--- src/rtl/beat_meter_pkg.sv ---
// beat_meter_pkg: measurement state encoding and default sizing shared by the
// beat period meter and its testbench.
package beat_meter_pkg;

   typedef enum logic [1:0] {
      IDLE  = 2'd0,
      ARMED = 2'd1,
      MEAS  = 2'd2
   } meter_state_t;

   localparam int          DEFAULT_CW      = 32;
   localparam int unsigned DEFAULT_TIMEOUT = 32'd50000000;

endpackage

--- src/rtl/sync_rise_det.sv ---
// sync_rise_det: brings an asynchronous level into the clkin domain through a
// SYNC_STAGES-deep flop chain (minimum 2), keeps one history flop and emits a
// registered one-cycle pulse on every synchronized rising edge.
// dout is the history flop, so it is high during the cycle rise is high and
// tracks the same sample that produced the pulse.
module sync_rise_det #(
   parameter int SYNC_STAGES = 2
) (
   input  logic clkin,
   input  logic rst,
   input  logic din,
   output logic dout,
   output logic rise
);

   logic [SYNC_STAGES-1:0] sync_q;
   logic                   hist_q;
   logic                   rise_q;

   // Synchronizer chain, edge history and registered rising-edge pulse.
   always_ff @(posedge clkin) begin
      if (rst) begin
         sync_q <= '0;
         hist_q <= 1'b0;
         rise_q <= 1'b0;
      end else begin
         sync_q <= {sync_q[SYNC_STAGES-2:0], din};
         hist_q <= sync_q[SYNC_STAGES-1];
         rise_q <= sync_q[SYNC_STAGES-1] & ~hist_q;
      end
   end

   assign dout = hist_q;
   assign rise = rise_q;

endmodule

--- src/rtl/beat_period_meter.sv ---
// beat_period_meter: measures the period of a slow asynchronous beat signal in
// clkin cycles, strobes period_valid once per measured period, reports lock
// and raises a sticky timeout when no edge arrives within TIMEOUT cycles.
// Optional build macro BEAT_PERIOD_METER_DUTY_EN adds a hightime output that
// reports how many cycles the signal was high in the completed period.
module beat_period_meter
   import beat_meter_pkg::*;
#(
   parameter int          CW          = DEFAULT_CW,
   parameter int unsigned TIMEOUT     = DEFAULT_TIMEOUT,
   parameter int          SYNC_STAGES = 2
) (
   input  logic          clkin,
   input  logic          rst,
   input  logic          sigin,
   output logic [CW-1:0] period,
   output logic          period_valid,
`ifdef BEAT_PERIOD_METER_DUTY_EN
   output logic [CW-1:0] hightime,
`endif
   output logic          locked,
   output logic          timeout
);

   localparam logic [CW-1:0] TIMEOUT_CNT = CW'(TIMEOUT);
   localparam logic [CW-1:0] ONE         = CW'(1);

   meter_state_t  state_q, state_d;
   logic [CW-1:0] cnt_q, cnt_d;
   logic [CW-1:0] period_q, period_d;
   logic          valid_q, valid_d;
   logic          locked_q, locked_d;
   logic          timeout_q, timeout_d;
   logic          rise;
`ifdef BEAT_PERIOD_METER_DUTY_EN
   logic          level;
   logic [CW-1:0] hcnt_q, hcnt_d;
   logic [CW-1:0] hightime_q, hightime_d;
`else
   logic          level_unused;
`endif

   sync_rise_det #(
      .SYNC_STAGES(SYNC_STAGES)
   ) u_sync (
      .clkin(clkin),
      .rst  (rst),
      .din  (sigin),
`ifdef BEAT_PERIOD_METER_DUTY_EN
      .dout (level),
`else
      .dout (level_unused),
`endif
      .rise (rise)
   );

   // Next-state logic: a rise always beats the timeout, and the counter is
   // bounded by TIMEOUT so it can never wrap.
   always_comb begin
      state_d   = state_q;
      cnt_d     = cnt_q;
      period_d  = period_q;
      valid_d   = 1'b0;
      locked_d  = locked_q;
      timeout_d = timeout_q;
`ifdef BEAT_PERIOD_METER_DUTY_EN
      hcnt_d     = hcnt_q;
      hightime_d = hightime_q;
`endif
      case (state_q)
         IDLE: begin
            if (rise) begin
               state_d   = ARMED;
               cnt_d     = ONE;
               timeout_d = 1'b0;
`ifdef BEAT_PERIOD_METER_DUTY_EN
               hcnt_d    = ONE;
`endif
            end
         end
         ARMED, MEAS: begin
            if (rise) begin
               state_d   = MEAS;
               period_d  = cnt_q;
               valid_d   = 1'b1;
               locked_d  = 1'b1;
               timeout_d = 1'b0;
               cnt_d     = ONE;
`ifdef BEAT_PERIOD_METER_DUTY_EN
               hightime_d = hcnt_q;
               hcnt_d     = ONE;
`endif
            end else if (cnt_q == TIMEOUT_CNT) begin
               state_d   = IDLE;
               timeout_d = 1'b1;
               locked_d  = 1'b0;
               cnt_d     = '0;
`ifdef BEAT_PERIOD_METER_DUTY_EN
               hcnt_d    = '0;
`endif
            end else begin
               cnt_d = cnt_q + ONE;
`ifdef BEAT_PERIOD_METER_DUTY_EN
               hcnt_d = hcnt_q + CW'(level);
`endif
            end
         end
         default: begin
            state_d = IDLE;
            cnt_d   = '0;
         end
      endcase
   end

   // State and measurement registers with synchronous reset.
   always_ff @(posedge clkin) begin
      if (rst) begin
         state_q   <= IDLE;
         cnt_q     <= '0;
         period_q  <= '0;
         valid_q   <= 1'b0;
         locked_q  <= 1'b0;
         timeout_q <= 1'b0;
`ifdef BEAT_PERIOD_METER_DUTY_EN
         hcnt_q     <= '0;
         hightime_q <= '0;
`endif
      end else begin
         state_q   <= state_d;
         cnt_q     <= cnt_d;
         period_q  <= period_d;
         valid_q   <= valid_d;
         locked_q  <= locked_d;
         timeout_q <= timeout_d;
`ifdef BEAT_PERIOD_METER_DUTY_EN
         hcnt_q     <= hcnt_d;
         hightime_q <= hightime_d;
`endif
      end
   end

   assign period       = period_q;
   assign period_valid = valid_q;
   assign locked       = locked_q;
   assign timeout      = timeout_q;
`ifdef BEAT_PERIOD_METER_DUTY_EN
   assign hightime     = hightime_q;
`endif

endmodule
--- config.mk ---
export PLATFORM = sky130hd
export DESIGN_NAME = beat_period_meter
export DESIGN_NICKNAME = d
export VERILOG_FILES = /design/src/rtl/beat_meter_pkg.sv /design/src/rtl/sync_rise_det.sv /design/src/rtl/beat_period_meter.sv
export SDC_FILE = /design/constraint.sdc
export NUM_CORES = 1
export LEC_CHECK = 0
export ABC_CLOCK_PERIOD_IN_PS = 3450
export CORE_ASPECT_RATIO = 0.8
export CORE_MARGIN = 3
export CORE_UTILIZATION = 26
export DETAILED_ROUTE_END_ITERATION = 8
export HOLD_SLACK_MARGIN = 0.12
export MAX_ROUTING_LAYER = met4
export PLACE_DENSITY_LB_ADDON = 0.25
export SETUP_SLACK_MARGIN = 0.02
export SYNTH_ARGS = -nofsm -noshare
export SYNTH_HDL_FRONTEND = slang
export SYNTH_SLANG_ARGS = --single-unit
--- constraint.sdc ---
create_clock -name clkin -period 3.45 [get_ports clkin]
set_input_delay 0.345 -clock clkin [delete_from_list [all_inputs] [get_ports clkin]]
set_output_delay 0.345 -clock clkin [all_outputs]
set_load 0.03 [all_outputs]
# Word-level counts from Yosys, hierarchy flattened
# Index checks and enable logic that the tools add are counted.
# word_totals
ff_bits,73
latchBits,0
ramBits,0
romBits,0
input_bits,3
out_inout_bits,35
wordCells,42
memories,0
# op_classes
add_sub_neg,1
multipliers,0
n_div,0
magnitude_cmp,0
n_eq_ne,5
shift,0
n_mux,15
bitwise_logic,3
n_reduce_logical,9
# op_table
op,count
$mux 32,3
$pmux 32 s2,1
$add 32x1->32 const B,1
$eq 32x26->1 const B,1
$mux 1,6
$mux 2,3
$reduce_and 2->1,3
$pmux 2 s2,1
$reduce_bool 2->1,2
$reduce_or 2->1,2
$ne 3x2->1 const B,1
$reduce_and 3->1,1
$eq 2x1->1 const B,1
$eq 2x2->1 const B,1
$logic_not 2->1,1
$ne 2x1->1 const B,1
$not 1->1,2
$pmux 1 s2,1
$and 1x1->1,1

# Longest topological paths before layout
# depth
word_depth,4
depth_mapped,9
mapped_depth_nobuf,7

# Modules after synthesis
# A second synthesis with hierarchy kept.
# unflattened
hier_cells,362
hier_area_um2,2997.9
# modules_own_cells
mod,n_inst,cells_per_inst,area_per_inst_um2,seq_area_each_um2
beat_period_meter,1,354,2886.5,1381.3
sync_rise_det,1,8,111.4,80.1

# Least setup slack after synthesis
# OpenSTA, ideal clock, no wires.
# synth_path
kind,reg-to-reg
start,reg state_q[0]
end,reg cnt_q[26]
setup_ns,0.086
arrival_ns,1.959
t_required_ns,3.364
path_slack_ns,1.406
path_stages_with_launch,9
n_path_buf,1
period_less_slack_ns,2.044
cell_sequence,dfxtp_1 inv_1 ha_1 nor2b_1 buf_2 nor3_4 nand3_1 or4_1 a211oi_1
# synth_via
elab_chain_cells,3
word_cells_on_any_way,6
classes_between,3 x eq/ne; 1 x mux; 2 x reduce/logical
# synth_lines
element,line,text
"start, declared",beat_period_meter.sv:28,"meter_state_t state_q, state_d;"
"start signal, assigned",beat_period_meter.sv:129,state_q <= state_d;
$eq 2x1->1 / $eq 2x2->1 (equally long branches),beat_period_meter.sv:70,case (state_q)
$reduce_or 2->1,beat_period_meter.sv:70,
$pmux 32 s2,beat_period_meter.sv:70,
"end signal, assigned",beat_period_meter.sv:130,cnt_q <= cnt_d;
"end, declared",beat_period_meter.sv:29,"logic [CW-1:0] cnt_q, cnt_d;"
# Parallel ways exist; a longest one is shown, timed or not.
# A chain may end at the register's enable or synchronous reset.

# Final worst setup path
# Ends and elaborated chain as after synthesis.

==> out/qor.csv <==
stage;metric;value;unit
status;outcome;finished clean;
die;chipWidth;129;microns
grt;antenna_found_initial;0;
final_layout;nFillCells;1209;
cts;insertion_delay;0.34;ns
grt;gr-usage-all-layers;0.125;
yosys;synth_edf_count;0;
route;via_per_inst;4.71;
grt;grt_pass1_vias;2567;
route;wire_per_inst;13.8;microns
die;rows;35;
final_layout;nets;404;
yosys;yosys.area.top_type;dfxtp_1;
timing;slew_headroom;0.413;
die;initial_core_util;0.271;
yosys;async_flop_share;0;
final_layout;diodes;0;
route;drc_errors;0;
yosys;yosysMostFrequentCell;nand2_1;
yosys;syn-instance-count;365;
place;dpl.cell_count;534;
final_layout;drive_gt1_frac;0.0970;
final_layout;post-route-util;0.336;
route;drt_iter0_markers;197;
yosys;syn-cell-area;3160;sq um
die;core;11700;sq um
route;vias;2591;
yosys;yosysWarnings;0;
yosys;synthTopCellsByArea;dfxtp_1 (46%), nand2_1 (9.3%), xor2_1 (6.1%);
timing;rsz0062_at_grt;false;
timing;tightest_slew;0.881;ns
die;dieArea;13500;sq um
grt;grt_pass1_wl;13100;microns
cts;root_buffer;clkbuf_16;
cts;clock_sinks;73;
worst_setup_path;critPathKind;reg -> reg;
yosys;syn_nets;372;
grt;grt_max_degree;44;
final_layout;fin_cells;550;
worst_setup_path;crit_required;3.69;ns
cts;cts_max_path_buffers;2;
yosys;synth_ff_type;dfxtp_1;
timing;hold_ws;0.379;ns
timing;fmax;388;MHz
worst_setup_path;arrival;2.82;ns
pwr;power_leakage;1.27;nW
worst_setup_path;critPathLaunchType;flop;
job;drv_cap;0;
cts;htree_levels;3;
timing;setup_viol;0;
yosys;ys_seq_area_frac;0.462;
cts;cts_made_buffers;9;
place;port_buffers;37;
timing;fin_worst_skew;0.00657;ns
worst_setup_path;cp_max_fo;16;
grt;gr-total-overflow;0;
worst_setup_path;critPathCaptureType;flop;
min_path;hp-class;reg -> reg;
final_layout;multiInputGateArea;1550;sq um
timing;final-hold-violation-count;0;
yosys;synth_area_per_cell;8.67;sq um
yosys;synth_top_cell_area_share;0.462;
timing;period_needed;2.57;ns
pwr;p_per_area;448;nW/um^2
timing;slew_violations;0;
route;firstDrtPassIters;4;
yosys;yosys-top-cells-count;nand2_1 (78), dfxtp_1 (73), a21oi_1 (38), xor2_1 (22), nor3_1 (21);
final_layout;area_delta_synth_final;24.1;%
route;wl;7570;microns
place;detailed_place_hpwl;5120;microns
place;place_congestion;0.846;
yosys;yosys.cell_types.count;39;
yosys;ys_ff_latch;73;
cts;hold_buffers;0;
final_layout;seq_area;1460;sq um
cts;post_cts_resized;0;
die;die_h;105;microns
cts;postCtsSetupRepairBufs;0;
timing;tns;0;ns
pwr;peakVddDrop;0.203;mV
route;ant_nets;0;
timing;fin_crit_sh;0.746;
cts;clk_pin_slew_worst_paths;0.06;ns
die;ios;38;
cts;cts_tree;built;
-- logic make-up (layout without fill, tap and decap cells) --
logic type | count (synthesis) | after routing | share of synthesized area
AO/OA/AOI/OAI | 49 | 49 | 0.0922
XOR/XNOR | 27 | 27 | 0.0748
adder cells (fa/ha/maj) | 4 | 4 | 0.0158
buffers and inverters | 32 | 69 | 0.0475
flip-flops | 73 | 73 | 0.462
AND/OR/NAND/NOR | 180 | 180 | 0.308
-- state kept, by name (all words and copies together), names as in the netlist --
signal and count:
locked 1, cnt_q 32, period_valid 1, u_sync.sync_q 2, timeout 1, period 32, u_sync.rise 1, u_sync.dout 1
state_q 2
-- power by group --
group / total, W / switching (W) / internal [W]
combinational: 0.0000436 / 0.0000334 / 0.0000102
sequential: 0.000848 / 0.00000196 / 0.000846
clock: 0.000866 / 0.000344 / 0.000522
-- worst paths after layout --
path,from,to,slack [ns],cells past startpoint
hold reg to reg,u_sync.dout,u_sync.rise,0.38,1
hold / removal,u_sync.dout,u_sync.rise,0.38,1
setup reg to reg,state_q[0],cnt_q[26],0.88,7
setup / recovery,state_q[0],cnt_q[26],0.88,7
-- stage by stage --
| stage | worst slack [ns] | total power (W) | instance area (sq um) |
|---|---|---|---|
| 4_1_cts | 0.865 | 0.00179 | 3920 |
| 3_5_place_dp | 0.900 | 0.000910 | 3650 |
| 3_3_place_gp | 0.996 | 0.000910 | 3650 |
| 6_report | 0.876 | 0.00176 | 3920 |
| 5_1_grt | 0.633 | 0.00183 | 3920 |
| 2_1_floorplan | 1.41 | 0.000903 | 3160 |
-- per-layer routing --
metal	part of all wire	up-vias	global-route usage
met5	0	-	-
met4	0.017	0	0.0450
met3	0.060	11	0.0393
met2	0.40	64	0.158
met1	0.52	1194	0.183
li1	-	1322	-
-- final cells by class --
| type | instances | share of cell area |
|---|---|---|
| Timing Repair Buffer | 43 | 0.105 |
| Clock buffer | 13 | 0.0663 |
| Clock inverter | 3 | 0.00383 |
| Multi-Input combinational cell | 260 | 0.396 |
| Inverter | 10 | 0.00957 |
| Tap cell | 148 | 0.0472 |
| Sequential cell | 73 | 0.372 |
-- placed cells by master (no fill, tap or decap), drive strengths merged, types with 4 or more instances in the layout --
cell,instances
nand3,7
clkbuf,13
a21oi,39
inv,10
dfxtp,73
xor2,22
xnor2,5
nand2,78
ha,4
nor4,5
nor3,33
clkdlybuf4s50,36
nand4,20
buf,7
nor2b,6
nor2,10
and3,4
-- worst max-delay path: stages (launching register included) --
cell      delay, ns
dfxtp_1        0.34
inv_1          0.06
ha_1           0.26
nor2b_1        0.28
nor3_4         0.56
nand3_1        0.27
or4_1          0.45
a211oi_1       0.25
Power figures use the tool's default switching activity.
